## config.mk

```make
export PLATFORM = sky130hd
export DESIGN_NAME = mem_access_ctrl
export DESIGN_NICKNAME = d
export VERILOG_FILES = /design/src/rtl/mem_access_ctrl.sv
export SDC_FILE = /design/constraint.sdc
export NUM_CORES = 1
export LEC_CHECK = 0
export BUFFER_PORTS_ARGS = -buffer_cell sky130_fd_sc_hd__buf_2
export CAP_MARGIN = 15
export CORE_ASPECT_RATIO = 0.5
export CORE_MARGIN = 2
export CORE_UTILIZATION = 49
export DETAILED_ROUTE_END_ITERATION = 10
export PLACE_DENSITY = 0.88
export SLEW_MARGIN = 20
export SYNTH_ARGS = -nofsm -noshare
export SYNTH_HDL_FRONTEND = slang
export SYNTH_SLANG_ARGS = --single-unit
```

## constraint.sdc

```tcl
create_clock -name clk -period 4.7 [get_ports clk]
set_input_delay 1.41 -clock clk [delete_from_list [all_inputs] [get_ports clk]]
set_output_delay 1.41 -clock clk [all_outputs]
set_load 0.02 [all_outputs]
```

## src/rtl/mem_access_ctrl.sv

```systemverilog
// Load/store sequencer in front of memory_block: a 2-entry request FIFO feeding an FSM that
// issues combinational reads and setup/pulse/hold framed single-cycle write strobes.
module mem_access_ctrl #(
  parameter int AW    = 16,
  parameter int DW    = 16,
  parameter int DEPTH = 2
) (
  input  logic          clk,
  input  logic          reset,
  input  logic          req_valid,
  output logic          req_ready,
  input  logic          req_we,
  input  logic [AW-1:0] req_addr,
  input  logic [DW-1:0] req_wdata,
  output logic          rsp_valid,
  input  logic          rsp_ready,
  output logic [DW-1:0] rsp_data,
  output logic          busy,
  output logic [AW-1:0] mem_address,
  output logic [DW-1:0] mem_data,
  output logic          mem_wEn,
  input  logic [DW-1:0] mem_outData
);

  // state | meaning
  // IDLE  | waiting for a queued request; pops the head when one exists
  // RD    | address on the memory, read data settling
  // RESP  | load data presented, waiting for rsp_ready
  // WS    | write setup, address/data stable before the strobe
  // WP    | write pulse, mem_wEn high
  // WH    | write hold, address/data stable after the strobe
  typedef enum logic [2:0] {S_IDLE, S_RD, S_RESP, S_WS, S_WP, S_WH} state_t;

  localparam logic [1:0] FULL = 2'(DEPTH);

  state_t                 state_q;
  logic [1:0]             count_q, count_d;
  logic                   rd_ptr_q, wr_ptr_q;
  logic [1:0]             fifo_we_q;
  logic [1:0][AW-1:0]     fifo_addr_q;
  logic [1:0][DW-1:0]     fifo_wdata_q;
  logic [AW-1:0]          mem_address_q;
  logic [DW-1:0]          mem_data_q;
  logic                   mem_wen_q;
  logic                   rsp_valid_q;
  logic [DW-1:0]          rsp_data_q;
  logic                   push, pop;

  assign req_ready   = (count_q < FULL);
  assign push        = req_valid && req_ready;
  assign pop         = (state_q == S_IDLE) && (count_q != 2'd0);
  assign busy        = (state_q != S_IDLE) || (count_q != 2'd0);
  assign mem_address = mem_address_q;
  assign mem_data    = mem_data_q;
  assign mem_wEn     = mem_wen_q;
  assign rsp_valid   = rsp_valid_q;
  assign rsp_data    = rsp_data_q;

  always_comb begin
    count_d = count_q;
    case ({push, pop})
      2'b10:   count_d = count_q + 2'd1;
      2'b01:   count_d = count_q - 2'd1;
      default: count_d = count_q;
    endcase
  end

  always_ff @(posedge clk or posedge reset) begin
    if (reset) begin
      count_q      <= 2'd0;
      rd_ptr_q     <= 1'b0;
      wr_ptr_q     <= 1'b0;
      fifo_we_q    <= '0;
      fifo_addr_q  <= '0;
      fifo_wdata_q <= '0;
    end else begin
      count_q <= count_d;
      if (push) begin
        fifo_we_q[wr_ptr_q]    <= req_we;
        fifo_addr_q[wr_ptr_q]  <= req_addr;
        fifo_wdata_q[wr_ptr_q] <= req_wdata;
        wr_ptr_q               <= ~wr_ptr_q;
      end
      if (pop) begin
        rd_ptr_q <= ~rd_ptr_q;
      end
    end
  end

  // Address/data only move on a pop, so they frame the write strobe on both sides.
  always_ff @(posedge clk or posedge reset) begin
    if (reset) begin
      state_q       <= S_IDLE;
      mem_address_q <= '0;
      mem_data_q    <= '0;
      mem_wen_q     <= 1'b0;
      rsp_valid_q   <= 1'b0;
      rsp_data_q    <= '0;
    end else begin
      case (state_q)
        S_IDLE: begin
          if (pop) begin
            mem_address_q <= fifo_addr_q[rd_ptr_q];
            mem_data_q    <= fifo_wdata_q[rd_ptr_q];
            state_q       <= fifo_we_q[rd_ptr_q] ? S_WS : S_RD;
          end
        end
        S_RD: begin
          rsp_data_q  <= mem_outData;
          rsp_valid_q <= 1'b1;
          state_q     <= S_RESP;
        end
        S_RESP: begin
          if (rsp_ready) begin
            rsp_valid_q <= 1'b0;
            state_q     <= S_IDLE;
          end
        end
        S_WS: begin
          mem_wen_q <= 1'b1;
          state_q   <= S_WP;
        end
        S_WP: begin
          mem_wen_q <= 1'b0;
          state_q   <= S_WH;
        end
        S_WH: begin
          state_q <= S_IDLE;
        end
        default: begin
          mem_wen_q <= 1'b0;
          state_q   <= S_IDLE;
        end
      endcase
    end
  end

endmodule

```

## After elaboration in Yosys (flattened, before gate mapping)

Index checks and enable logic that the tools add are counted.

| storage, ports and cells | value |
|---|---|
| flip-flop bits (word level) | 123 |
| word-level logic and storage cells | 65 |

| cells by class | value |
|---|---|
| muxes and demuxes | 21 |
| bitwise operators | 2 |
| order comparisons | 4 |
| eq/ne operators | 9 |
| reductions and logical operators | 13 |
| add/subtract/negate cells | 2 |

Operators with widths:

| kind | count |
|---|---|
| 16-bit two-way mux | 5 |
| 32-bit bitwise mux | 2 |
| 16-bit demux with 1-bit select | 1 |
| 3-bit one-hot mux with 5 select lines | 1 |
| 3-bit by 2-bit == test with 1-bit output, second input constant | 2 |
| 3-bit == test, second input constant | 2 |
| 3-bit two-way mux | 2 |
| 2-bit AND reduction | 3 |
| 2-bit nonzero test | 3 |
| 1-bit by 2-bit < comparator with 1-bit output, second input constant | 2 |
| 1-bit two-way mux | 4 |
| 2-bit != test, second input constant | 2 |
| 1-bit one-hot mux with 2 select lines | 2 |
| 2-bit one-hot mux with 2 select lines | 1 |
| 4-bit OR reduction | 1 |
| 3-bit by 1-bit == test with 1-bit output, second input constant | 1 |
| 1-bit logical AND | 3 |
| 3-bit zero test | 1 |
| 3-bit nonzero test | 1 |
| 2-bit by 1-bit adder with 2-bit output, second input constant | 1 |
| 2-bit bitwise mux | 1 |
| 2-bit by 1-bit == test with 1-bit output, second input constant | 1 |
| 2-bit == test, second input constant | 1 |
| 2-bit < comparator, second input constant | 1 |
| other kinds (6) | 7 |

## Longest topological paths before layout

Gate-level depths: netlist of the first run.

| logic depth | value |
|---|---|
| word-level depth | 5 |
| mapped depth | 9 |
| depth with buffers taken out | 7 |

## Worst setup path before layout of the first run

Ideal clock, no wire load.

| path | value |
|---|---|
| path type | in2reg |
| start | input req_valid |
| end | register fifo_addr_q[0] in the netlist's numbering |
| path slack | 2341 ps |
| stages on the path | 4 |
| data required time | 4575 ps |
| arrival time | 2234 ps |
| path buffers | 1 |
| cell sequence | nand2b_1 > nor2_2 > buf_4 > mux2_2 |

| on the way | value |
|---|---|
| longest elaborated chain between the ends | 1 |

RTL lines:

| element | line | RTL |
|---|---|---|
| from (decl) | 10 | `input logic req_valid,` |
| 1-bit logical AND | 50 | `assign push = req_valid && req_ready;` |
| to (signal, indexed assignment) | 80 | `fifo_addr_q[wr_ptr_q] <= req_addr;` |
| to (decl) | 40 | `logic [1:0][AW-1:0] fifo_addr_q;` |

Every way passes these cells.
A chain may end at the register's enable or synchronous reset.

## Final worst setup path of the first run

| path | value |
|---|---|
| start | register state_q[1] |
| end | output busy |

| on the way | value |
|---|---|
| longest elaborated chain between the ends | 2 |

RTL lines:

| element | line | RTL |
|---|---|---|
| from (decl) | 36 | `state_t state_q;` |
| from (signal assigned) | 105 | `state_q <= fifo_we_q[rd_ptr_q] ? S_WS : S_RD;` |
| 3-bit nonzero test | 52 | `assign busy = (state_q != S_IDLE) \|\| (count_q != 2'd0);` |
| 1-bit logical OR | 52 |  |
| to (decl) | 18 | `output logic busy,` |

Every way passes these cells.

==> results.cfg, run 1 <==
[outcome]
outcome = finished clean

[synth]
yosys_warnings = 0
ys_types = 25
avgSynthCellArea_um2 = 15.7
synth_area_um2 = 5050
synthCells = 321
syn_nets = 375
synth_seq_cells = 123
yosysSeqAreaShare = 0.609

[placement]
gp_congestion = 0.713
hpwl_um = 5820
numPortBuffers = 104

[route]
ant_nets = 0
drtIter0Drc = 126
wire_per_inst_um = 15.7
remaining_drc_errors = 0
drt-total-wl_um = 9140
drt_pre_antenna_iters = 4
via_per_inst = 5.03
vias = 2930

[worst_setup_path]
rr_startpoint = count_q[1]$_DFFE_PP0P_
slowest_delay_ps = 480
critPathKind = reg -> out
cp-end-kind = output port
cp.buffers_inverters = 1
path_max_fanout = 9
slowest_stage = dfrtp_1
crit_arrival_ps = 1440
ff2ff_path_depth = 3
rrSetupSlack_ps = 2660
start_kind = flip-flop
r2r-end = fifo_wdata_q[1]$_DFFE_PP0P_
path_cells = nor3_2 -> nand2_1 -> buf_2
critPathRequiredTime_ps = 3290
cp_top_family = flip-flops

[timing]
period_share = 0.606
finalHoldViolations = 0
maxSlewViolCount = 0
period_needed_ps = 2850
setup_tns_ps = 0
skew_ps = 9.19
slew_headroom = 0.331
setup_viol = 0
max_slew.worst_pin.slew_ps = 1000
rsz0062_at_grt = false
fmax_mhz = 351

[final_layout]
final_core_util = 0.624
drive_above_1_share = 0.649
n_fill_cell = 718
layout_common_cells = mux2_2, dfrtp_1, buf_2, clkbuf_16, xnor2_1
antenna_cells = 0
area_growth_pct = 24.9
mostFrequentLayoutCell = mux2_2
nets = 483

[worst_hold_path]
hold_depth = 1
min-delay-start = fifo_wdata_q[25]$_DFFE_PP0P_
hold_end = fifo_wdata_q[25]$_DFFE_PP0P_
min_path_type = reg -> reg

[cts]
htreeDepth = 4
cts_buffer_depth = 2
cts_made_buffers = 17
clk_latency_ps = 410
cts_hold_buffers = 0
post_cts_buffers = 0
numClockSinks = 123
cts_root_buffer = clkbuf_16
cts_tree = built
cts_resized = 0
clkTransAtPathRegs_ps = 50

[floorplanning]
die_h_um = 75.8
fp.dieW_um = 148
rows = 26
coreArea_um2 = 10100
io_pins = 105
initial_utilization = 0.500
die_area_um2 = 11200

[power_and_ir_drop]
p_per_area_nw_per_um2 = 833
ir_drop_uv = 373
power_mw = 5.26
p_leak_nw = 2.87

[global_route]
grt_overflow = 0
groute.usage.overall = 0.172
antenna_found_initial = 0
grt_pass1_vias = 3022
grt_first_pass_wirelength_um = 14600
grt_max_degree = 70

[job]
drv_cap = 0
## layout make-up
class,instances,area [um2],share of cell area
well taps,140,175,0.0277
clock inverters,11,170,0.0270
flip-flops and latches,123,3080,0.488
clock buffers,21,440,0.0698
inverters,4,17.5,0.00277
multi-input cells,177,1880,0.298
repair buffers,106,548,0.0868
## worst reg2reg max path, delay by kind of cell, from the launching register on
kind	cells	cell delay (ps)
flops	1	430
mux	1	450
simple gates	2	1030
## cells by family (layout without fill, tap and decap cells)
| kind of cell | count (synthesis) | after routing | synth area share |
|---|---|---|---|
| mux | 147 | 147 | 0.327 |
| xor+xnor | 5 | 5 | 0.00867 |
| compound gates | 7 | 7 | 0.00966 |
| simple gates | 17 | 17 | 0.0210 |
| flops | 123 | 123 | 0.609 |
| fa+ha+maj | 1 | 1 | 0.00248 |
| buf+inv | 21 | 142 | 0.0218 |
## metal layers
| metal | up-vias | global-route usage | share of wire |
|---|---|---|---|
| met5 | - | 0 | 0 |
| met4 | 0 | 0.0801 | 0.011 |
| met3 | 13 | 0.0497 | 0.039 |
| met2 | 54 | 0.293 | 0.50 |
| met1 | 1504 | 0.210 | 0.45 |
| li1 | 1359 | - | - |
## state kept, by name, summed over array words and instances, names as in the netlist, 2 cells and up
name          cells
fifo_wdata_q     32
fifo_addr_q      32
rsp_data         16
count_q           2
mem_address      16
state_q           3
mem_data         16
fifo_we_q         2
## synth_stat cells
cell type | number | area share
mux2_2 | 146 | 0.33
dfrtp_1 | 123 | 0.61
buf_2 | 10 | 0.0099
xnor2_1 | 5 | 0.0087
inv_1 | 4 | 0.0030
nor2_1 | 4 | 0.0030
buf_4 | 3 | 0.0045
clkbuf_1 | 3 | 0.0022
o21ai_0 | 3 | 0.0030
nand2_1 | 2 | 0.0015
nand2b_1 | 2 | 0.0025
nor2b_1 | 2 | 0.0025
nor3_1 | 2 | 0.0020
a21boi_0 | 1 | 0.0015
buf_6 | 1 | 0.0022
ha_1 | 1 | 0.0025
mux2i_1 | 1 | 0.0020
nand3_1 | 1 | 0.00099
nor2_2 | 1 | 0.0012
nor3_2 | 1 | 0.0020
nor3b_4 | 1 | 0.0037
nor4b_1 | 1 | 0.0017
o21ai_2 | 1 | 0.0017
o22a_1 | 1 | 0.0017
o41ai_1 | 1 | 0.0017
## through the flow
stage	cells	hold slack [ps]	area [um2]	worst slack (ps)
6_report	582	496	6310	1850
2_1_floorplan	321	474	5050	19.1
3_3_place_gp	550	481	5700	1740
3_5_place_dp	550	487	5700	1680
5_1_grt	582	510	6310	1780
4_1_cts	582	499	6310	1840
## where the power goes
group | total, mW | switching, mW | internal [mW] | leakage (nW)
Clock | 1.34 | 0.456 | 0.886 | 0.287
Combinational | 1.93 | 0.860 | 1.07 | 1.12
Sequential | 1.99 | 0.364 | 1.62 | 1.46
Total | 5.26 | 1.68 | 3.58 | 2.87
## how the worst max path moves through the flow
stage / slack (ps) / cells past startpoint / from / end
6_report: 1850 / 3 / state_q[1]$_DFFE_PP0P_ / busy
5_1_grt: 1780 / 3 / state_q[1]$_DFFE_PP0P_ / busy
4_1_cts: 1840 / 3 / state_q[1]$_DFFE_PP0P_ / busy
3_5_place_dp: 1680 / 4 / req_valid / fifo_addr_q[0]$_DFFE_PP0P_
3_3_place_gp: 1740 / 4 / req_valid / fifo_addr_q[7]$_DFFE_PP0P_
2_1_floorplan: 20 / 1 / reset / count_q[0]$_DFFE_PP0P_
No activity file was read; power rests on OpenSTA's default activity.
==> run 2, diff against run 1 <==
--- a/config.mk
+++ b/config.mk
@@ -5,11 +5,12 @@
 export SDC_FILE = /design/constraint.sdc
 export NUM_CORES = 1
 export LEC_CHECK = 0
+export ABC_AREA = 1
 export BUFFER_PORTS_ARGS = -buffer_cell sky130_fd_sc_hd__buf_2
 export CAP_MARGIN = 15
 export CORE_ASPECT_RATIO = 0.5
 export CORE_MARGIN = 2
-export CORE_UTILIZATION = 49
+export CORE_UTILIZATION = 50
 export DETAILED_ROUTE_END_ITERATION = 10
 export PLACE_DENSITY = 0.88
 export SLEW_MARGIN = 20
==> constraint.sdc (replaced) <==
create_clock -name clk -period 2.54 [get_ports clk]
set_input_delay 0.762 -clock clk [delete_from_list [all_inputs] [get_ports clk]]
set_output_delay 0.762 -clock clk [all_outputs]
set_load 0.02 [all_outputs]
==> run 2 against run 1 <==
  * Critical path depth rose by 2
  * Routed wire length rose by 28%
  * Combinational power rose by 92%
  * Final area rose by 2.5%
  * Non-clock buffer count rose by 6
  * Sequential share of layout area fell by 1.2 points
  * Flip-flop and latch count did not move
  * Worst setup slack got worse by 1600 ps
  * Critical endpoint unchanged
  * Largest cell class unchanged
  * Die area rose by 3.7%
  * First-iteration DRC count rose to 2.6 times the previous value
  * Clock skew rose by 1.1 ps
==> results.cfg, run 2 <==
[outcome]
outcome = finished clean

[cts]
clkTransAtPathRegs_ps = 60
numClockSinks = 123
cts_resized = 0
post_cts_buffers = 0
cts_made_buffers = 17
htreeDepth = 4
cts_buffer_depth = 2
cts_tree = built
cts_hold_buffers = 0
cts_root_buffer = clkbuf_16
clk_latency_ps = 400

[floorplanning]
fp.dieW_um = 150
initial_utilization = 0.520
die_area_um2 = 11600
rows = 26
coreArea_um2 = 10300
die_h_um = 77.2
io_pins = 105

[placement]
preCtsSetupSlack_ps = 598
gp_congestion = 0.746
hpwl_um = 7120
numPortBuffers = 104

[timing]
setup_viol = 0
maxSlewViolCount = 0
slew_headroom = 0.498
timing.final.ws_setup_ps = 206
period_share = 0.919
period_needed_ps = 2330
skew_ps = 10.2
rsz0062_at_grt = false
max_slew.worst_pin.slew_ps = 753
finalHoldViolations = 0
setup_tns_ps = 0
fmax_mhz = 428

[synth]
yosys.area.top_type = dfrtp_1
synthCells = 580
ys_types = 28
synthMuxAreaShare = 0
synthTopCellsByArea = dfrtp_1, nand2_1, o21ai_2, inv_1, o21ai_0
async_flop_share = 1.00
synthSimpleGateAreaFrac = 0.170
yosysMostFrequentCell = nand2_1
ys.flop_type = dfrtp_1
syn_nets = 634
yosysTopAreaCellShare = 0.574
synth_area_um2 = 5360
avgSynthCellArea_um2 = 9.24
synth_seq_cells = 123
synth-compound-area-share = 0.150
synth_fa_ha_area_frac = 0.00234
yosys-top-cells-count = nand2_1, dfrtp_1, inv_1
yosysSeqAreaShare = 0.574
synthXorXnorAreaFrac = 0.00327
synth_top_family_by_area = simple AND/OR/NAND/NOR gates
yosys_warnings = 0
synth_edf_count = 0

[worst_setup_path]
cp-end-kind = output port
cp-startpoint = state_q[2]$_DFFE_PP0P_
rr_startpoint = count_q[1]$_DFFE_PP0P_
path_max_fanout = 4
start_kind = flip-flop
critPathKind = reg -> out
critPathRequiredTime_ps = 1780
rrSetupSlack_ps = 590
r2r-end = mem_address[15]$_DFFE_PP0P_
ff2ff_path_depth = 6
crit_arrival_ps = 1570

[job]
drv_cap = 0

[power_and_ir_drop]
ir_drop_uv = 843
p_per_area_nw_per_um2 = 1450
p_leak_nw = 3.58

[global_route]
grt_first_pass_wirelength_um = 19200
groute.usage.overall = 0.213
grt_overflow = 0
grt_max_degree = 124
antenna_found_initial = 0
grt_pass1_vias = 4012

[route]
remaining_drc_errors = 0
vias = 4184
wire_per_inst_um = 14.0
drt-total-wl_um = 11700
ant_nets = 0
via_per_inst = 5.03
drt_pre_antenna_iters = 5
drtIter0Drc = 326

[final_layout]
n_fill_cell = 810
drive_above_1_share = 0.296
mostFrequentLayoutCell = nand2_1
area_growth_pct = 20.8
antenna_cells = 0
layout_common_cells = nand2_1, dfrtp_1, buf_2, inv_1, o21ai_0
top_regs = fifo_addr_q: 32 flops, fifo_wdata_q: 32 flops
nets = 733

[worst_hold_path]
min_path_type = in -> async
## run 2: cell types whose count changed after synthesis, sizes merged, moves of 3 or more
cell,previous run,this run
o21ai,4,102
xnor2,5,1
nand2,2,180
nand3,1,22
buf,14,24
nor3,3,0
clkbuf,3,8
a21oi,0,32
inv,4,77
mux2,146,0
## run 2: cells by family (layout without fill, tap and decap cells)
family | count (synthesis) | after routing
buffers and inverters | 110 | 222
and+or+nand+nor | 209 | 209
adders and majority gates | 1 | 1
xor gates and xnor gates | 2 | 2
DFF | 123 | 123
AOI/OAI and AO/OA | 135 | 135
## run 2: per-layer routing
metal / track usage / part of all wire / routed length (um) / vias up
met5: 0 / 0 / 0 / -
met4: 0.0736 / 0.014 / 165 / 0
met3: 0.0631 / 0.066 / 768 / 17
met2: 0.348 / 0.47 / 5530 / 151
met1: 0.271 / 0.45 / 5210 / 1990
li1: - / - / - / 2026
## run 2: critical path, cell delays in order (launching register included)
cell and delay [ps]:
dfrtp_1 440, nor2_1 220, nand2_1 110, nor2_1 140, inv_1 90, buf_2 160
## run 2: how the worst max path moves through the flow
stage / end / slack (ps) / depth (start not counted)
floorplan: count_q[0]$_DFFE_PP0P_ / 270 / 1
global placement: busy / 620 / 5
detailed placement: fifo_addr_q[2]$_DFFE_PP0P_ / 600 / 5
CTS: busy / 210 / 5
global route: busy / 70 / 5
finish: busy / 210 / 5
## run 2: area by class of cell
cell class                 count  area (um2)  share of cell area
clock buffer                  20         467              0.0721
clock inverter                12         110              0.0170
inverter                      78         297              0.0458
multi-input combinational    347        1750               0.271
sequential                   123        3080               0.476
tap                          140         175              0.0271
timing repair buffer         112         593              0.0916
## run 2: per-stage QoR
step / util / hold WS, ps / cell area [um2] / power (mW) / instances
floorplan: - / 453 / 5360 / 6.29 / 580
detailed placement: 0.572 / 456 / 5900 / 7.06 / 800
global placement: 0.572 / 451 / 5900 / 6.88 / 800
finish: 0.628 / 465 / 6470 / 9.40 / 832
CTS: 0.628 / 468 / 6470 / 9.46 / 832
global route: 0.628 / 481 / 6470 / 10.1 / 832
## run 2: report_power, final
| group | total, mW | switching, mW | internal [mW] | leakage, nW |
|---|---|---|---|---|
| Sequential | 3.38 | 0.525 | 2.86 | 1.55 |
| Clock | 2.31 | 0.886 | 1.43 | 0.276 |
| Combinational | 3.71 | 2.48 | 1.23 | 1.75 |
| Total | 9.40 | 3.89 | 5.52 | 3.58 |
